--- config.mk ---
export PLATFORM = sky130hd
export DESIGN_NAME = vga_ball_ctrl
export DESIGN_NICKNAME = d
export VERILOG_FILES = /design/src/rtl/vga_ball_ctrl.sv
export SDC_FILE = /design/constraint.sdc
export NUM_CORES = 1
export LEC_CHECK = 0
export ABC_AREA = 1
export BUFFER_PORTS_ARGS = -buffer_cell sky130_fd_sc_hd__buf_2
export CORE_AREA = 2 2 176 135
export DETAILED_ROUTE_END_ITERATION = 8
export DIE_AREA = 0 0 178 137
export PLACE_DENSITY = 0.82
export SETUP_SLACK_MARGIN = 0.05
export SLEW_MARGIN = 20
export SYNTH_ARGS = -nofsm -noshare
export SYNTH_HDL_FRONTEND = slang
export SYNTH_SLANG_ARGS = --single-unit
--- constraint.sdc ---
create_clock -name vga_clk -period 9.7 [get_ports vga_clk]
set_input_delay 1.94 -clock vga_clk [delete_from_list [all_inputs] [get_ports vga_clk]]
set_output_delay 1.94 -clock vga_clk [all_outputs]
set_load 0.01 [all_outputs]
--- src/rtl/vga_ball_ctrl.sv ---
// Ball renderer: draws a filled circle over a solid background and moves it once per
// frame, either from debounced push-buttons or by bouncing off the active-area edges.
module vga_ball_ctrl #(
  parameter int          H_VALID      = 640,
  parameter int          V_VALID      = 480,
  parameter int          BALL_RADIUS  = 20,
  parameter int          STEP         = 10,
  parameter int          DEBOUNCE_CYC = 250000,
  parameter int          INIT_X       = 320,
  parameter int          INIT_Y       = 240,
  parameter logic [15:0] BALL_COLOR   = 16'h001F,
  parameter logic [15:0] BG_COLOR     = 16'hF81F
) (
  input  logic        vga_clk,
  input  logic        sys_rst_n,
  input  logic [9:0]  pix_x,
  input  logic [9:0]  pix_y,
  input  logic [3:0]  btn_n,
  input  logic        auto_mode,
  output logic [15:0] pix_data,
  output logic [9:0]  ball_x,
  output logic [9:0]  ball_y,
  output logic        frame_tick
);

  localparam int              CNT_W   = $clog2(DEBOUNCE_CYC) + 1;
  localparam logic [CNT_W-1:0] CNT_MAX = CNT_W'(DEBOUNCE_CYC - 1);
  localparam logic [9:0]      STEP_V  = 10'(STEP);
  localparam logic [9:0]      X_MIN   = 10'(BALL_RADIUS);
  localparam logic [9:0]      X_MAX   = 10'(H_VALID - 1 - BALL_RADIUS);
  localparam logic [9:0]      Y_MIN   = 10'(BALL_RADIUS);
  localparam logic [9:0]      Y_MAX   = 10'(V_VALID - 1 - BALL_RADIUS);
  localparam logic [22:0]     R_SQ    = 23'(BALL_RADIUS * BALL_RADIUS);

  typedef enum logic {DIR_NEG = 1'b0, DIR_POS = 1'b1} dir_t;

  logic [3:0]       sync_q1, sync_q2, stable, press_evt, pending;
  logic [CNT_W-1:0] db_cnt [4];
  logic             cond, cond_d;
  dir_t             dir_x, dir_y;
  logic [10:0]      x_next, y_next;
  logic [10:0]      dx, dy;
  logic [21:0]      dx_sq, dy_sq;
  logic [22:0]      dist_sq;
  logic             active;

  // One axis of the per-frame move; returns {new direction, new position}.
  function automatic logic [10:0] move_axis(input logic [9:0] pos, input logic dec,
                                            input logic inc, input logic auto_en,
                                            input dir_t dir, input logic [9:0] lo,
                                            input logic [9:0] hi);
    dir_t       d;
    logic [9:0] p;
    d = dir;
    p = pos;
    if (auto_en) begin
      if (dec && !inc)      d = DIR_NEG;
      else if (inc && !dec) d = DIR_POS;
      if (d == DIR_POS) begin
        if (pos <= hi - STEP_V) p = pos + STEP_V;
        else begin
          p = hi;
          d = DIR_NEG;
        end
      end else begin
        if (pos >= lo + STEP_V) p = pos - STEP_V;
        else begin
          p = lo;
          d = DIR_POS;
        end
      end
    end else if (dec && !inc) begin
      p = (pos >= lo + STEP_V) ? pos - STEP_V : lo;
    end else if (inc && !dec) begin
      p = (pos <= hi - STEP_V) ? pos + STEP_V : hi;
    end
    return {d, p};
  endfunction

  always_ff @(posedge vga_clk or negedge sys_rst_n) begin
    if (!sys_rst_n) begin
      sync_q1 <= 4'hF;
      sync_q2 <= 4'hF;
    end else begin
      sync_q1 <= btn_n;
      sync_q2 <= sync_q1;
    end
  end

  always_ff @(posedge vga_clk or negedge sys_rst_n) begin
    if (!sys_rst_n) begin
      stable <= 4'hF;
      for (int i = 0; i < 4; i++) db_cnt[i] <= '0;
    end else begin
      for (int i = 0; i < 4; i++) begin
        if (sync_q2[i] == stable[i]) begin
          db_cnt[i] <= '0;
        end else if (db_cnt[i] == CNT_MAX) begin
          stable[i] <= sync_q2[i];
          db_cnt[i] <= '0;
        end else begin
          db_cnt[i] <= db_cnt[i] + 1'b1;
        end
      end
    end
  end

  always_comb begin
    press_evt = '0;
    for (int i = 0; i < 4; i++)
      press_evt[i] = stable[i] & ~sync_q2[i] & (db_cnt[i] == CNT_MAX);
  end

  // cond_d resets high so a reset released on the last active pixel cannot fake a tick.
  assign cond       = (pix_x == 10'(H_VALID - 1)) && (pix_y == 10'(V_VALID - 1));
  assign frame_tick = cond & ~cond_d;

  always_ff @(posedge vga_clk or negedge sys_rst_n) begin
    if (!sys_rst_n) begin
      cond_d  <= 1'b1;
      pending <= '0;
    end else begin
      cond_d  <= cond;
      pending <= (frame_tick ? 4'b0000 : pending) | press_evt;
    end
  end

  assign x_next = move_axis(ball_x, pending[0], pending[1], auto_mode, dir_x, X_MIN, X_MAX);
  assign y_next = move_axis(ball_y, pending[2], pending[3], auto_mode, dir_y, Y_MIN, Y_MAX);

  always_ff @(posedge vga_clk or negedge sys_rst_n) begin
    if (!sys_rst_n) begin
      ball_x <= 10'(INIT_X);
      ball_y <= 10'(INIT_Y);
      dir_x  <= DIR_POS;
      dir_y  <= DIR_POS;
    end else if (frame_tick) begin
      ball_x <= x_next[9:0];
      ball_y <= y_next[9:0];
      dir_x  <= dir_t'(x_next[10]);
      dir_y  <= dir_t'(y_next[10]);
    end
  end

  always_comb begin
    dx      = (pix_x >= ball_x) ? {1'b0, pix_x - ball_x} : {1'b0, ball_x - pix_x};
    dy      = (pix_y >= ball_y) ? {1'b0, pix_y - ball_y} : {1'b0, ball_y - pix_y};
    dx_sq   = {11'd0, dx} * {11'd0, dx};
    dy_sq   = {11'd0, dy} * {11'd0, dy};
    dist_sq = {1'b0, dx_sq} + {1'b0, dy_sq};
    active  = (pix_x < 10'(H_VALID)) && (pix_y < 10'(V_VALID));
  end

  always_ff @(posedge vga_clk or negedge sys_rst_n) begin
    if (!sys_rst_n)            pix_data <= 16'h0000;
    else if (!active)          pix_data <= 16'h0000;
    else if (dist_sq <= R_SQ)  pix_data <= BALL_COLOR;
    else                       pix_data <= BG_COLOR;
  end

endmodule

==> results of run 1 <==
[how the worst max path moves through the flow]
stage                         from                     end  slack [ps]  depth (start not counted)
after global routing      pix_x[4]  pix_data[14]$_DFF_PN0_         120                         34
final                     pix_x[4]  pix_data[14]$_DFF_PN0_         690                         35
after detailed placement  pix_y[0]  pix_data[14]$_DFF_PN0_         300                         36
after floorplan           pix_y[0]  pix_data[14]$_DFF_PN0_        1060                         38
after CTS                 pix_y[0]  pix_data[14]$_DFF_PN0_         740                         36
after global placement    pix_x[4]  pix_data[14]$_DFF_PN0_         390                         35
[flip-flops by register name, summed over array words and instances, names as in the netlist]
| register | cells |
|---|---|
| db_cnt | 76 |
| cond_d | 1 |
| stable | 4 |
| ball_x | 10 |
| ball_y | 10 |
| sync_q2 | 4 |
| dir_x | 1 |
| pending | 4 |
| dir_y | 1 |
| pix_data | 2 |
| sync_q1 | 4 |
[worst max-delay path, delay by kind of cell]
kind,cells,cell delay (ps)
adders and majority gates,9,4340
and+or+nand+nor,17,2280
AOI/OAI and AO/OA,2,320
buffers and inverters,7,440
[cell usage after synthesis (all sizes together)]
| master | number |
|---|---|
| a22oi | 3 |
| o31ai | 1 |
| mux2i | 1 |
| nand4 | 26 |
| o211ai | 8 |
| inv | 403 |
| o21ba | 1 |
| and3 | 1 |
| o32ai | 1 |
| a31oi | 6 |
| a21oi | 73 |
| ha | 132 |
| buf | 26 |
| o21bai | 8 |
| nand3 | 93 |
| nand2 | 387 |
| nor3 | 38 |
| nor3b | 8 |
| xor2 | 46 |
| and2 | 1 |
| a22o | 1 |
| a211oi | 1 |
| clkbuf | 8 |
| or2 | 7 |
| o21a | 2 |
| conb | 1 |
| o2111ai | 2 |
| o21ai | 76 |
| fa | 134 |
| o22ai | 11 |
| nor2 | 264 |
| nand3b | 7 |
| xnor2 | 12 |
| dfrtp | 96 |
| o221ai | 1 |
| nor4 | 14 |
| a21o | 6 |
| mux2 | 1 |
| dfstp | 21 |
[final cells by class]
class,count,area (µm²),area share (%)
Multi-Input combinational cell,1379,9667,62.84
Sequential cell,117,2954,19.20
Inverter,403,1518,9.866
Clock buffer,21,450.4,2.928
Tap cell,300,375.4,2.440
Timing Repair Buffer,64,340.3,2.212
Clock inverter,11,78.83,0.5124
[kinds of logic after synthesis]
kind of cell | Yosys count
xor gates and xnor gates | 58
adders and majority gates | 266
buffers and inverters | 437
and+or+nand+nor | 846
other | 1
muxes | 2
AOI/OAI and AO/OA | 201
DFF | 117
[routing by layer]
metal	GRT usage, %	part of all wire, %	wire length (µm)
met1	43.74	45	16010
met2	49.55	45	15770
met3	6.000	7.8	2759
met4	8.515	2.0	690
met5	0	0.065	23
[per-stage QoR]
stage	cells	util, %	hold WS (ps)
floorplan	1933	-	345.2
global placement	2263	65.61	347.0
detailed placement	2263	65.61	349.5
CTS	2295	67.94	357.2
global route	2295	67.94	357.8
finish	2295	67.94	357.2
==> results.json, run 1 <==
{
  "drive_gt1_share_pct": 8.271,
  "ys_warn_count": 0,
  "tightest_slew_ps": 784.9,
  "worstHoldStart": "sync_q1[1]$_DFF_PN1_",
  "wl_um": 35250,
  "gp_congestion": 0.9718,
  "synthSimpleGateAreaFrac_pct": 25.22,
  "n_fill_cell": 1842,
  "synthCells": 1928,
  "htreeDepth": 4,
  "relSlewSlack_pct": 47.67,
  "synth_mux_area_share_pct": 0.1484,
  "detail_route.vias_per_cell": 5.498,
  "die_y_um": 137,
  "setup_viol": 0,
  "netlist.area_leader.share_pct": 18.71,
  "drt_iter0_drc": 1117,
  "dp_slack_ps": 298.3,
  "ant_nets": 0,
  "final_area_um2": 15380,
  "drc": 0,
  "cts.sinks": 117,
  "overflow": 0,
  "die-area_um2": 24390,
  "dp_hpwl_um": 28770,
  "synth_top_family_by_area": "adder cells",
  "hold_end": "sync_q2[1]$_DFF_PN1_",
  "hold_path_depth": 0,
  "critPathKind": "in2reg",
  "grt.total_usage_pct": 31.16,
  "totalNegativeSetupSlack_ps": 0,
  "start_kind": "primary input",
  "place_area_um2": 14850,
  "rsz0062_at_grt": "false",
  "cts_resized": 0,
  "start_util_pct": 63.31,
  "synth_fa_ha_area_share_pct": 30.23,
  "layout_setup_ws_ps": 689.2,
  "grt_max_degree": 64,
  "antenna_cells": 0,
  "r2r_end": "pix_data[14]$_DFF_PN0_",
  "synth_cell_types": 55,
  "cts_tree": "done",
  "synth_area_leaders": "fa_1, dfrtp_1, ha_1",
  "insertion_delay_ps": 430,
  "worst-r2r-setup-slack_ps": 1830,
  "ys_ff_latch": 117,
  "grt_pass1_wl_um": 60190,
  "required_ps": 10000,
  "root_buffer": "clkbuf_16",
  "core_area_um2": 22640,
  "slowest_stage": "fa_1",
  "ctsHoldBuffers": 0,
  "crit_fanout": 11,
  "syn_area_um2": 14330,
  "clock.fmax_mhz": 111.0,
  "dr.pass1.iters": 6,
  "cts_max_path_buffers": 2,
  "grt_pass1_vias": 12520,
  "clk_pin_slew_ps": 70,
  "post-route-period-util_pct": 92.90,
  "cts_made_buffers": 17,
  "crit-reg2reg-launch": "ball_x[5]$_DFFE_PN0P_",
  "drt-wirelength-per-cell_um": 15.36,
  "ys_seq_area_share_pct": 20.61,
  "post-cts-setup-buffers": 0,
  "rr_worst_depth": 33,
  "ioPinCount": 64,
  "nNetsFinal": 2275,
  "hold_viol_final": 0,
  "die_w_um": 178,
  "status": "finished, final reports clean",
  "port_buffers": 57,
  "row_count": 48,
  "crit_path_max_incr_delay_ps": 540,
  "synth_xor_area_share_pct": 3.675,
  "slew_viol_final": 0,
  "maxCapViolations": 0,
  "fin_crit_ps": 9011,
  "syn_avg_cell_area_um2": 7.435,
  "synth_compound_area_share_pct": 7.995,
  "syn2layout_area_growth_pct": 7.314,
  "vias": 12617,
  "finalClockSkew_ps": 20.45,
  "crit_arrival_ps": 9310,
  "antenna_found_initial": 3,
  "hp-class": "reg2reg",
  "crit_path_end_kind": "flip-flop",
  "layout_common_cells": "inv_1, nand2_1, nor2_1",
  "yosys.area.top_type": "fa_1",
  "final_common_cell": "inv_1"
}
Power of run 1 is left out: the tool's default activity adds up to more than one toggle a clock period on the data nets, which glitch-free logic cannot reach.
==> inputs of run 2 (changes only) <==
--- a/config.mk
+++ b/config.mk
@@ -7,9 +7,9 @@
 export LEC_CHECK = 0
 export ABC_AREA = 1
 export BUFFER_PORTS_ARGS = -buffer_cell sky130_fd_sc_hd__buf_2
-export CORE_AREA = 2 2 176 135
+export CORE_AREA = 2 2 161 147
 export DETAILED_ROUTE_END_ITERATION = 8
-export DIE_AREA = 0 0 178 137
+export DIE_AREA = 0 0 163 149
 export PLACE_DENSITY = 0.82
 export SETUP_SLACK_MARGIN = 0.05
 export SLEW_MARGIN = 20
==> results.json, run 2 (synthesized netlist as in run 1, its figures left out) <==
{
  "grt_pass1_vias": 12545,
  "clk_pin_slew_ps": 60,
  "hold_ws_ps": 351.8,
  "row_count": 53,
  "antenna_found_initial": 0,
  "slew_viol_final": 0,
  "relSlewSlack_pct": 44.04,
  "layout_common_cells": "inv_1, nand2_1, nor2_1",
  "clock.fmax_mhz": 109.9,
  "final_common_cell": "inv_1",
  "hold_end": "sync_q2[1]$_DFF_PN1_",
  "crit_fanout": 12,
  "multi_input_area_um2": 9667,
  "n_fill_cell": 1927,
  "finalClockSkew_ps": 18.37,
  "cts_resized": 0,
  "hp-class": "reg2reg",
  "dp_slack_ps": 258.2,
  "insertion_delay_ps": 420,
  "cts_tree": "done",
  "slowest_stage": "fa_1",
  "totalNegativeSetupSlack_ps": 0,
  "largest_reg_flops": 76,
  "rsz0062_at_grt": "false",
  "die_y_um": 149,
  "start_util_pct": 62.66,
  "drt-wirelength-per-cell_um": 14.90,
  "cts_made_buffers": 17,
  "detail_route.vias_per_cell": 5.450,
  "drt_iter0_drc": 957,
  "nNetsFinal": 2276,
  "grt.total_usage_pct": 30.22,
  "ctsHoldBuffers": 0,
  "crit_arrival_ps": 9370,
  "ant_nets": 0,
  "grt_pass1_wl_um": 59060,
  "crit_path_end_kind": "flip-flop",
  "dp_hpwl_um": 27650,
  "core_area_um2": 22880,
  "r2r_end": "pix_data[14]$_DFF_PN0_",
  "gp_congestion": 0.9708,
  "grt_max_degree": 82,
  "utilization_pct": 67.57,
  "crit-reg2reg-launch": "ball_y[1]$_DFFE_PN0P_",
  "setup_viol": 0,
  "drc": 0,
  "rr_worst_depth": 35,
  "dr.pass1.iters": 6,
  "hold_path_depth": 0,
  "status": "finished, final reports clean",
  "post-cts-setup-buffers": 0,
  "seqCellArea_um2": 2954,
  "tightest_slew_ps": 836.2,
  "port_buffers": 57,
  "root_buffer": "clkbuf_16",
  "crit_top_cell": "fa_1",
  "syn2layout_area_growth_pct": 7.838,
  "overflow": 0,
  "hold_viol_final": 0,
  "drive_gt1_share_pct": 8.417,
  "wl_um": 34230,
  "die_w_um": 163,
  "largestRegisters": "db_cnt: 76 flops, ball_x: 10 flops, ball_y: 10 flops",
  "maxCapViolations": 0,
  "die-area_um2": 24290,
  "vias": 12525,
  "start_kind": "primary input",
  "critPathKind": "in2reg",
  "ioPinCount": 64,
  "crit_path_max_incr_delay_ps": 550,
  "post-route-period-util_pct": 93.78,
  "regMostFlops": "db_cnt",
  "fin_crit_ps": 9097,
  "cts.sinks": 117,
  "worst-r2r-setup-slack_ps": 1890,
  "cts_max_path_buffers": 2,
  "worstHoldStart": "sync_q1[1]$_DFF_PN1_",
  "antenna_cells": 0,
  "layout_setup_ws_ps": 603.2,
  "required_ps": 9970,
  "htreeDepth": 4
}
==> run 2: cell count changes in the layout (fill, tap and decap cells not counted), sizes merged <==
cell / change
buf: +1
inv: +1
clkinvlp: -1
bufinv: +2
clkbuf: -2
==> run 2: layer usage <==
layer	global-route usage [%]	wire length, µm
met5	0	0
met3	4.949	2166
met2	50.42	16280
met1	40.57	14940
met4	9.602	840
==> run 2: through the flow <==
step	area, µm²	std cells
CTS	15450	2298
detailed placement	14860	2266
global route	15460	2298
finish	15460	2298
global placement	14860	2266
floorplan	14350	1933
==> run 2: area by class of cell <==
| class | instances | share of cell area (%) |
|---|---|---|
| tap | 302 | 2.444 |
| multi-input combinational | 1379 | 62.53 |
| timing repair buffer | 65 | 2.274 |
| inverter | 403 | 9.818 |
| sequential | 117 | 19.11 |
| clock inverter | 13 | 0.9551 |
| clock buffer | 19 | 2.865 |
==> run 2: worst max-delay path: cells and delay by family <==
kind,cells,cell delay (ps)
adder cells (fa/ha/maj),10,4520
AND/OR/NAND/NOR,17,1680
AO/OA/AOI/OAI,2,520
buffers and inverters,9,710
==> run 2: worst max path at each step <==
stage	end	cells after the start	slack, ps	startpoint
after floorplan	pix_data[14]$_DFF_PN0_	38	1060	pix_y[0]
after global placement	pix_data[14]$_DFF_PN0_	38	470	pix_y[0]
after detailed placement	pix_data[14]$_DFF_PN0_	38	260	pix_y[0]
after CTS	pix_data[14]$_DFF_PN0_	38	680	pix_y[0]
after global routing	pix_data[14]$_DFF_PN0_	38	110	pix_y[0]
final	pix_data[14]$_DFF_PN0_	38	600	pix_y[0]
Power of run 2 is left out for the same reason.
==> inputs of run 3 (changes only) <==
--- a/config.mk
+++ b/config.mk
@@ -5,11 +5,11 @@
 export SDC_FILE = /design/constraint.sdc
 export NUM_CORES = 1
 export LEC_CHECK = 0
-export ABC_AREA = 1
+export ABC_AREA = 0
 export BUFFER_PORTS_ARGS = -buffer_cell sky130_fd_sc_hd__buf_2
-export CORE_AREA = 2 2 161 147
+export CORE_AREA = 2 2 157 144
 export DETAILED_ROUTE_END_ITERATION = 8
-export DIE_AREA = 0 0 163 149
+export DIE_AREA = 0 0 159 146
 export PLACE_DENSITY = 0.82
 export SETUP_SLACK_MARGIN = 0.05
 export SLEW_MARGIN = 20
==> results.json, run 3 <==
{
  "netlist.area_leader.share_pct": 19.67,
  "critPathKind": "in2reg",
  "cts.sinks": 117,
  "crit_path_end_kind": "flip-flop",
  "totalNegativeSetupSlack_ps": 0,
  "cts_max_path_buffers": 2,
  "synth_cell_types": 88,
  "ioPinCount": 64,
  "detail_route.vias_per_cell": 5.769,
  "wl_um": 33770,
  "post-route-period-util_pct": 98.55,
  "synthCells": 1528,
  "die_w_um": 159,
  "dp_hpwl_um": 26420,
  "clk_pin_slew_ps": 60,
  "yosys.area.top_type": "fa_1",
  "use_met1_pct": 37.81,
  "start_util_pct": 63.60,
  "syn2layout_area_growth_pct": 18.28,
  "port_buffers": 57,
  "maxCapViolations": 0,
  "hp-class": "reg2reg",
  "rsz0062_at_grt": "true",
  "slew_viol_final": 0,
  "largestRegisters": "db_cnt: 76 flops, ball_x: 10 flops, ball_y: 10 flops",
  "required_ps": 10000,
  "ys_seq_area_share_pct": 21.66,
  "die-area_um2": 23210,
  "core_area_um2": 21440,
  "drive_gt1_share_pct": 21.52,
  "crit_top_cell": "fa_1",
  "status": "finished, final reports clean",
  "clock.fmax_mhz": 104.6,
  "ys_ff_latch": 117,
  "grt_max_degree": 61,
  "grt_pass1_vias": 11920,
  "insertion_delay_ps": 420,
  "cts_tree": "done",
  "grt-busiest-layer": "met2",
  "fin_crit_ps": 9560,
  "layout_setup_ws_ps": 140.3,
  "nNetsFinal": 2009,
  "relSlewSlack_pct": 35.09,
  "regMostFlops": "db_cnt",
  "htreeDepth": 4,
  "final_cell_count_no_fill": 2022,
  "die_y_um": 146,
  "n_fill_cell": 1492,
  "grt.total_usage_pct": 29.53,
  "layout_common_cells": "inv_1, nor2_1, buf_4",
  "setup_viol": 0,
  "overflow": 0,
  "grt_util_met3_pct": 3.648,
  "hold_viol_final": 0,
  "crit_arrival_ps": 9860,
  "yosysMostFrequentCell": "inv_1",
  "syn_avg_cell_area_um2": 8.925,
  "crit_path_max_incr_delay_ps": 590,
  "antenna_found_initial": 1,
  "synth_edf_count": 0,
  "drt_iter0_drc": 983,
  "drc": 0,
  "dp_slack_ps": -416.7,
  "syn_area_um2": 13640,
  "crit_fanout": 8,
  "gp_congestion": 1.006,
  "dr.pass1.iters": 6,
  "synthArstFlopShare_pct": 100.0,
  "globalRouteMet2Util_pct": 52.61,
  "drt-wirelength-per-cell_um": 16.70,
  "synth_area_leaders": "fa_1, dfrtp_1, ha_1",
  "root_buffer": "clkbuf_16",
  "start_kind": "primary input",
  "hold_ws_ps": 354.6,
  "yosys-top-cells-count": "inv_1, nor2_1, fa_1",
  "ant_nets": 0,
  "slowest_stage": "fa_1",
  "largest_reg_flops": 76,
  "grt_pass1_wl_um": 56550,
  "ys_warn_count": 0,
  "vias": 11664,
  "tightest_slew_ps": 973.6,
  "synth-main-ff-cell": "dfrtp_1",
  "finalClockSkew_ps": 8.471,
  "row_count": 51,
  "dp_cells": 1981,
  "cts_made_buffers": 17,
  "final_common_cell": "inv_1"
}
## run 3: changes by cell type after synthesis, moves of 20 or more
| cell | previous run | this run |
|---|---|---|
| a21oi_1 | 72 | 52 |
| inv_1 | 393 | 228 |
| nand2_1 | 371 | 94 |
| nand3_1 | 91 | 40 |
| nor2_1 | 257 | 196 |
| xnor2_1 | 12 | 47 |
## run 3: cell families (layout without fill, tap and decap cells)
| family | count (synthesis) | count (layout) | synth area share (%) |
|---|---|---|---|
| xor gates and xnor gates | 101 | 101 | 6.872 |
| muxes | 27 | 27 | 2.230 |
| and+or+nand+nor | 513 | 513 | 17.95 |
| other | 1 | 8 | 0.02750 |
| adders and majority gates | 266 | 266 | 31.78 |
| DFF | 117 | 117 | 21.66 |
| buffers and inverters | 277 | 473 | 8.395 |
| AOI/OAI and AO/OA | 226 | 226 | 11.08 |
## run 3: path summary, 6_finish.rpt
| check | startpoint | end | slack, ps | cells after the start |
|---|---|---|---|---|
| max in group asynchronous | sys_rst_n | db_cnt[50]$_DFF_PN0_ | 6880 | 2 |
| min in group asynchronous | sys_rst_n | db_cnt[9]$_DFF_PN0_ | 1580 | 1 |
| worst max register to register | ball_y[1]$_DFFE_PN0P_ | pix_data[14]$_DFF_PN0_ | 1080 | 27 |
| worst min register to register | sync_q1[3]$_DFF_PN1_ | sync_q2[3]$_DFF_PN1_ | 350 | 0 |
| worst max-delay path | pix_y[0] | pix_data[14]$_DFF_PN0_ | 140 | 30 |
| worst min-delay path | sync_q1[3]$_DFF_PN1_ | sync_q2[3]$_DFF_PN1_ | 350 | 0 |
## run 3: through the flow
| stage | util (%) | instance area (µm²) |
|---|---|---|
| floorplan | - | 13810 |
| global placement | 71.30 | 15290 |
| detailed placement | 71.30 | 15290 |
| CTS | 74.26 | 15920 |
| global route | 75.23 | 16130 |
| finish | 75.23 | 16130 |
## run 3: final cells by class
class | instances | area, µm² | share of cell area, %
Tap cell | 291 | 364.1 | 2.257
Sequential cell | 117 | 2954 | 18.32
Inverter | 231 | 884.6 | 5.484
Clock inverter | 14 | 191.4 | 1.187
Timing Repair Buffer | 210 | 1461 | 9.061
Multi-Input combinational cell | 1139 | 9839 | 61.00
Clock buffer | 18 | 429.2 | 2.661
Antenna cell | 2 | 5.005 | 0.03103
## run 3: worst max-delay path: cells and delay by family
kind | cells | cell delay, ps
mux | 1 | 150
compound gates | 10 | 2200
fa+ha+maj | 10 | 4240
buf+inv | 5 | 420
simple gates | 4 | 900
## run 3: metal layers
layer	vias up	share of wire (%)
met5	-	0
met4	0	2.4
met3	79	5.7
met2	439	51
met1	5719	41
li1	5427	-
## run 3: what timing repair did
item,4_1_cts,5_1_grt
gates resized for setup,4,36
buffers inserted,0,7
setup endpoints to repair,1,1
pin swaps,1,30
hold buffers,0,0
Power of run 3 is left out for the same reason.
